$ cat config.mk
export PLATFORM = sky130hd
export DESIGN_NAME = uart_tx_arbiter
export DESIGN_NICKNAME = d
export VERILOG_FILES = /design/src/rtl/uart_tx_arbiter.sv
export SDC_FILE = /design/constraint.sdc
export NUM_CORES = 1
export LEC_CHECK = 0
export ABC_AREA = 1
export BUFFER_PORTS_ARGS = -buffer_cell sky130_fd_sc_hd__buf_4
export CAP_MARGIN = 5
export CORE_ASPECT_RATIO = 0.8
export CORE_MARGIN = 3
export CORE_UTILIZATION = 45
export CTS_CLUSTER_SIZE = 14
export DETAILED_ROUTE_END_ITERATION = 8
export GPL_TIMING_DRIVEN = 0
export PLACE_DENSITY = 0.73
export SLEW_MARGIN = 15
export SYNTH_ARGS = -nofsm -noshare
export SYNTH_HDL_FRONTEND = slang
export SYNTH_SLANG_ARGS = --single-unit
export TNS_END_PERCENT = 20
$ cat constraint.sdc
create_clock -name clk -period 1.6 [get_ports clk]
set_input_delay 0.08 -clock clk [delete_from_list [all_inputs] [get_ports clk]]
set_output_delay 0.08 -clock clk [all_outputs]
set_load 0.005 [all_outputs]
$ cat src/rtl/uart_tx_arbiter.sv
// uart_tx_arbiter: shares one UART transmitter between four byte-stream requesters.
// Round-robin arbitration picks an owner, which keeps the transmitter until its packet
// ends (req_last), it has sent MAX_BURST bytes, or it sits idle for STALL_TIMEOUT cycles.
//
// Ports:
//   clk        in   system clock, rising edge
//   reset      in   asynchronous, active-high reset
//   req_valid  in   [3:0] per-requester byte valid
//   req_data   in   [4*DATA_W-1:0] packed bytes, requester i at slice i
//   req_last   in   [3:0] per-requester end-of-packet, qualified by req_valid
//   req_ready  out  [3:0] per-requester byte accept (combinational)
//   grant      out  [3:0] one-hot owner, zero when unowned
//   grant_id   out  [1:0] binary owner index, zero when unowned
//   tx_start   out  one-cycle start pulse to the transmitter
//   tx_data    out  [DATA_W-1:0] byte for the transmitter
//   tx_busy    in   transmitter busy, blocks accepts
//   tx_done    in   transmitter finished a frame
module uart_tx_arbiter #(
  parameter int unsigned DATA_W        = 8,
  parameter int unsigned MAX_BURST     = 16,
  parameter int unsigned STALL_TIMEOUT = 64
) (
  input  logic                  clk,
  input  logic                  reset,
  input  logic [3:0]            req_valid,
  input  logic [4*DATA_W-1:0]   req_data,
  input  logic [3:0]            req_last,
  output logic [3:0]            req_ready,
  output logic [3:0]            grant,
  output logic [1:0]            grant_id,
  output logic                  tx_start,
  output logic [DATA_W-1:0]     tx_data,
  input  logic                  tx_busy,
  input  logic                  tx_done
);

  localparam int unsigned BurstW = $clog2(MAX_BURST + 1);
  localparam int unsigned StallW = $clog2(STALL_TIMEOUT + 1);

  typedef enum logic [1:0] {IDLE, ISSUE, START, WAIT} state_t;

  state_t              r_state, w_state_d;
  logic [1:0]          r_ptr, w_ptr_d;
  logic [3:0]          r_grant, w_grant_d;
  logic [1:0]          r_grant_id, w_grant_id_d;
  logic                r_tx_start, w_tx_start_d;
  logic [DATA_W-1:0]   r_tx_data, w_tx_data_d;
  logic [BurstW-1:0]   r_burst_cnt, w_burst_cnt_d;
  logic [StallW-1:0]   r_stall_cnt, w_stall_cnt_d;
  logic                r_last, w_last_d;

  logic                w_arb_hit;
  logic [1:0]          w_arb_id;
  logic [DATA_W-1:0]   w_owner_data;
  logic                w_accept;
  logic                w_release;

  // Round-robin search starting at r_ptr; the 2-bit sum wraps mod 4.
  always_comb begin
    w_arb_hit = 1'b0;
    w_arb_id  = 2'd0;
    for (int i = 0; i < 4; i++) begin
      if (!w_arb_hit && req_valid[r_ptr + 2'(i)]) begin
        w_arb_hit = 1'b1;
        w_arb_id  = r_ptr + 2'(i);
      end
    end
  end

  always_comb begin
    w_owner_data = '0;
    for (int i = 0; i < 4; i++) begin
      if (r_grant_id == 2'(i)) w_owner_data = req_data[DATA_W*i +: DATA_W];
    end
  end

  always_comb begin
    req_ready = 4'b0000;
    if (r_state == ISSUE) req_ready[r_grant_id] = req_valid[r_grant_id] & ~tx_busy;
  end

  assign w_accept = (r_state == ISSUE) && req_valid[r_grant_id] && !tx_busy;

  always_comb begin
    w_state_d     = r_state;
    w_ptr_d       = r_ptr;
    w_grant_d     = r_grant;
    w_grant_id_d  = r_grant_id;
    w_tx_start_d  = 1'b0;
    w_tx_data_d   = r_tx_data;
    w_burst_cnt_d = r_burst_cnt;
    w_stall_cnt_d = r_stall_cnt;
    w_last_d      = r_last;
    w_release     = 1'b0;

    unique case (r_state)
      IDLE: begin
        w_grant_d    = 4'b0000;
        w_grant_id_d = 2'd0;
        if (w_arb_hit) begin
          w_grant_d     = 4'b0001 << w_arb_id;
          w_grant_id_d  = w_arb_id;
          w_burst_cnt_d = '0;
          w_stall_cnt_d = '0;
          w_state_d     = ISSUE;
        end
      end
      ISSUE: begin
        if (w_accept) begin
          w_tx_data_d   = w_owner_data;
          w_last_d      = req_last[r_grant_id];
          w_burst_cnt_d = r_burst_cnt + BurstW'(1);
          w_stall_cnt_d = '0;
          w_tx_start_d  = 1'b1;  // registered, so the pulse lands in START
          w_state_d     = START;
        end else begin
          // Busy transmitter counts as owner idle too, so a stuck tx_busy still times out.
          w_stall_cnt_d = r_stall_cnt + StallW'(1);
          if (w_stall_cnt_d == StallW'(STALL_TIMEOUT)) w_release = 1'b1;
        end
      end
      START: begin
        w_state_d = WAIT;
      end
      WAIT: begin
        if (tx_done) begin
          if (r_last || (r_burst_cnt == BurstW'(MAX_BURST))) w_release = 1'b1;
          else w_state_d = ISSUE;
        end
      end
      default: w_state_d = IDLE;
    endcase

    if (w_release) begin
      w_grant_d    = 4'b0000;
      w_grant_id_d = 2'd0;
      w_ptr_d      = r_grant_id + 2'd1;
      w_state_d    = IDLE;
    end
  end

  always_ff @(posedge clk or posedge reset) begin
    if (reset) begin
      r_state     <= IDLE;
      r_ptr       <= 2'd0;
      r_grant     <= 4'b0000;
      r_grant_id  <= 2'd0;
      r_tx_start  <= 1'b0;
      r_tx_data   <= '0;
      r_burst_cnt <= '0;
      r_stall_cnt <= '0;
      r_last      <= 1'b0;
    end else begin
      r_state     <= w_state_d;
      r_ptr       <= w_ptr_d;
      r_grant     <= w_grant_d;
      r_grant_id  <= w_grant_id_d;
      r_tx_start  <= w_tx_start_d;
      r_tx_data   <= w_tx_data_d;
      r_burst_cnt <= w_burst_cnt_d;
      r_stall_cnt <= w_stall_cnt_d;
      r_last      <= w_last_d;
    end
  end

  assign grant    = r_grant;
  assign grant_id = r_grant_id;
  assign tx_start = r_tx_start;
  assign tx_data  = r_tx_data;

endmodule

==> flow_metrics.env <==
export IMPL_clock_path_buffers=2
export IMPL_yosysTopAreaCell="dfrtp_1"
export IMPL_synth_area_leaders="dfrtp_1 (35%), nand2_1 (12%), ha_1 (6.1%), nor2_1 (5.9%), inv_1 (5.5%)"
export IMPL_grt_max_degree=33
export IMPL_hold_viol=0
export IMPL_yosysWarnings=0
export IMPL_start_util=0.480
export IMPL_io_buffers=62
export IMPL_crit_slowest_cell="dfrtp_1"
export IMPL_setup_slack_ns=-0.0613
export IMPL_switching_share=0.477
export IMPL_cp_common_cell="nand2_1"
export IMPL_crit_required_ns=1.78
export IMPL_finalCriticalPeriod_ns=1.66
export IMPL_clock_sinks=32
export IMPL_multiInputGateArea_sq_mm=0.00144
export IMPL_relSlewSlack=0.531
export IMPL_ys_seq_elements=32
export IMPL_drc_errors=0
export IMPL_worstPathArrival_ns=1.84
export IMPL_regArea_sq_um=805
export IMPL_final_nets=444
export IMPL_critical_path_max_fanout=7
export IMPL_finalCritPeriodShare=1.04
export IMPL_max_freq_ghz=0.602
export IMPL_ys_seq_area_frac=0.352
export IMPL_ys_async_sr_fraction=1.00
export IMPL_pwr_share_comb=0.657
export IMPL_syn_area_sq_mm=0.00227
export IMPL_core_sq_mm=0.00473
export IMPL_status="finished with violations"
export IMPL_critPathTopFamily="simple AND/OR/NAND/NOR gates"
export IMPL_cts_root_buf="clkbuf_8"
export IMPL_routed_wl_um=5850
export IMPL_maxCapViolations=0
export IMPL_tightestPinTransition_ns=0.702
export IMPL_min_path_cells=3
export IMPL_hold_path_class="in -> reg"
export IMPL_ir_drop_v=0.00138
export IMPL_cts_inserted_buffers=5
export IMPL_synth_edf_count=0
export IMPL_vias=2279
export IMPL_wire_per_inst_um=13.0
export IMPL_gp_congestion=0.877
export IMPL_finalPower_w=0.00574
export IMPL_p_seq_frac=0.228
export IMPL_critPathCaptureType="flop"
export IMPL_clkLatencyLatePin_ns=0.29
export IMPL_fp_dieW_um=85.4
export IMPL_cp_start_kind="flop"
export IMPL_r2r_slack_ns=-0.06
export IMPL_design_die_area_sq_mm=0.00594
export IMPL_clkPwrFrac=0.115
export IMPL_violations="negative setup slack"
export IMPL_track_usage=0.207
export IMPL_reg2reg_from="r_stall_cnt[1]"
export IMPL_num_antenna_cells=0
export IMPL_cts_tree="yes"
export IMPL_drv_slew=0
export IMPL_clk_pin_slew_ns=0.07
export IMPL_ant_nets=0
export IMPL_placed_cells=426
export IMPL_grt_pass1_vias=2128
export IMPL_crit_type="reg -> reg"
export IMPL_synthDistinctLibCells=33
export IMPL_overflow=0
export IMPL_finalNonFillerCells=450
export IMPL_dp_hpwl_um=4250
export IMPL_synth_top_cell_area_share=0.352
export IMPL_die_h_um=69.6
export IMPL_fp_row_count=22
export IMPL_startpoint="r_stall_cnt[1]"
export IMPL_synthesis_nets=359
export IMPL_power_switching_w=0.00274
export IMPL_final_layout_size_suffix_gt1_frac=0.423
export IMPL_ys_flop_type="dfrtp_1"
export IMPL_grt_pass1_wl_um=9850
export IMPL_r2r_cells=13
export IMPL_rsz0062_at_grt="true"
export IMPL_crit_end="grant[3]"
export IMPL_crit_path_cell_trace="ha_4 > inv_2 > nand2_1 > nand2_1 > nand2_1 > nor2_1 > nand2_1 > nor2_2 > nand2_2 > nand2_4 > nor2_4 > nand2_1 > o21ai_2"
export IMPL_drtIter0Drc=75
export IMPL_ioPinCount=63
export IMPL_drtPass1Iterations=4
export IMPL_fin_setup_tns_ns=-0.570
export IMPL_r2r_end="grant[3]"
export IMPL_postSynthCellCount=304
export IMPL_fillers=379
export IMPL_cts_max_level=2
export IMPL_crit_cells=13
export IMPL_finalSetupViolCount=16
export IMPL_post_drt_via_cell_ratio=5.06
export IMPL_skew_ns=0.00355
export IMPL_area_growth_pct=42.8
export IMPL_p_leak_nw=1.63
export IMPL_crit_buf_inv=1
export IMPL_intPower_w=0.00300
export IMPL_antenna_found_initial=0
export IMPL_slowest_delay_ns=0.42
export IMPL_power_density_mw_per_mm2=1770
export IMPL_postSynthAreaPerCell_sq_um=7.47
-- cell usage after synthesis (5+ instances only) --
master and instances:
clkbuf_1 6, nand2_2 11, nand3_1 21, inv_2 5
a22oi_1 8, nor2_1 36, a211oi_1 8, inv_1 33
ha_1 11, nand2_1 72, o31ai_1 8, dfrtp_1 32
o21ai_2 5, o21ai_1 6, o21ai_0 9
-- worst min-delay path by stage --
stage / start / slack (ns) / end
final: req_data[30] / 0.10 / tx_data[6]
after global routing: req_data[31] / 0.11 / tx_data[7]
after CTS: tx_busy / 0.1 / tx_start
after global placement: req_data[25] / 0.40 / tx_data[1]
after detailed placement: reset / 0.24 / r_state[0]
after floorplan: reset / 0.20 / grant[0]
-- sequential cells by signal (all words and copies together) (netlist names) --
register     cells
r_state          2
tx_data          8
r_stall_cnt      7
r_last           1
grant            4
r_ptr            2
tx_start         1
r_burst_cnt      5
grant_id         2
-- timing repair --
action                                  4_1_cts  5_1_grt
hold buffers                                  1        0
pin swaps                                    15        9
endpoints found under the setup margin       34       34
cloned                                        0        0
setup buffers                                15        2
hold endpoints to repair                     32        0
resized for setup                            43       17
-- metrics by stage --
step	setup slack [ns]	util	hold WS [ns]	instance area (sq um)
3_3_place_gp	-0.337	0.595	0.399	2820
2_1_floorplan	-0.0467	-	0.196	2280
4_1_cts	-0.0204	0.670	0.0951	3170
5_1_grt	-0.179	0.686	0.109	3250
6_report	-0.0613	0.686	0.100	3250
3_5_place_dp	-0.356	0.595	0.243	2820
-- power by group through the flow --
stage               Combinational (W)  Sequential, W  Clock [W]
floorplan                     0.00227        0.00129          0
global placement              0.00299        0.00131          0
detailed placement            0.00305        0.00131          0
CTS                           0.00364        0.00130   0.000672
global route                  0.00420        0.00134   0.000714
finish                        0.00377        0.00131   0.000661
-- cell families after synthesis --
| family | after synthesis | share of synthesized area |
|---|---|---|
| DFF | 32 | 0.352 |
| AOI/OAI and AO/OA | 54 | 0.160 |
| buffers and inverters | 48 | 0.0848 |
| adders and majority gates | 11 | 0.0606 |
| and+or+nand+nor | 157 | 0.335 |
| xor gates and xnor gates | 2 | 0.00771 |
-- placed cells by master, fill, tap and decap left out, types with 2 or more instances in the layout --
cell      netlist  final
buf_4           0     77
nand2_1        72     68
nor2_1         36     29
dfrtp_1        32     29
inv_1          33     24
nand3_1        21     18
nand2_2        11     13
inv_2           5     12
clkbuf_8        0      8
a22oi_1         8      8
o31ai_1         8      8
o21ai_0         9      8
ha_1           11      7
nor2_4          2      6
o21ai_1         6      6
nor2_2          2      5
nand2_4         3      5
o21ai_2         5      5
a211oi_1        8      4
a211oi_2        0      4
inv_4           2      3
clkinv_2        0      3
nand4_1         3      3
buf_6           1      3
nand3_2         2      3
a21oi_1         3      3
o22ai_1         3      3
ha_4            0      3
dfrtp_2         0      3
nand3_4         0      2
nor2_8          2      2
or2_2           2      2
xor2_1          2      2
-- worst register-to-register path: stages (launching register included) --
cell and delay, ns:
dfrtp_1 0.42, ha_4 0.19, inv_2 0.04, nand2_1 0.05, nand2_1 0.08, nand2_1 0.06
nor2_1 0.09, nand2_1 0.07, nor2_2 0.13, nand2_2 0.09, nand2_4 0.13, nor2_4 0.07
nand2_1 0.08, o21ai_2 0.05
-- metal layers --
layer | GRT usage | share of wire
met1 | 0.280 | 0.46
met2 | 0.319 | 0.48
met3 | 0.0451 | 0.038
met4 | 0.0826 | 0.019
met5 | 0 | 0
-- final cells by class --
cell class	instances	area share
multi-input combinational	224	0.443
tap	60	0.0231
clock inverter	2	0.00308
inverter	41	0.0517
clock buffer	6	0.0254
sequential	32	0.248
buffer	5	0.0177
timing repair buffer	80	0.188
(Power assumes the default switching activity.)
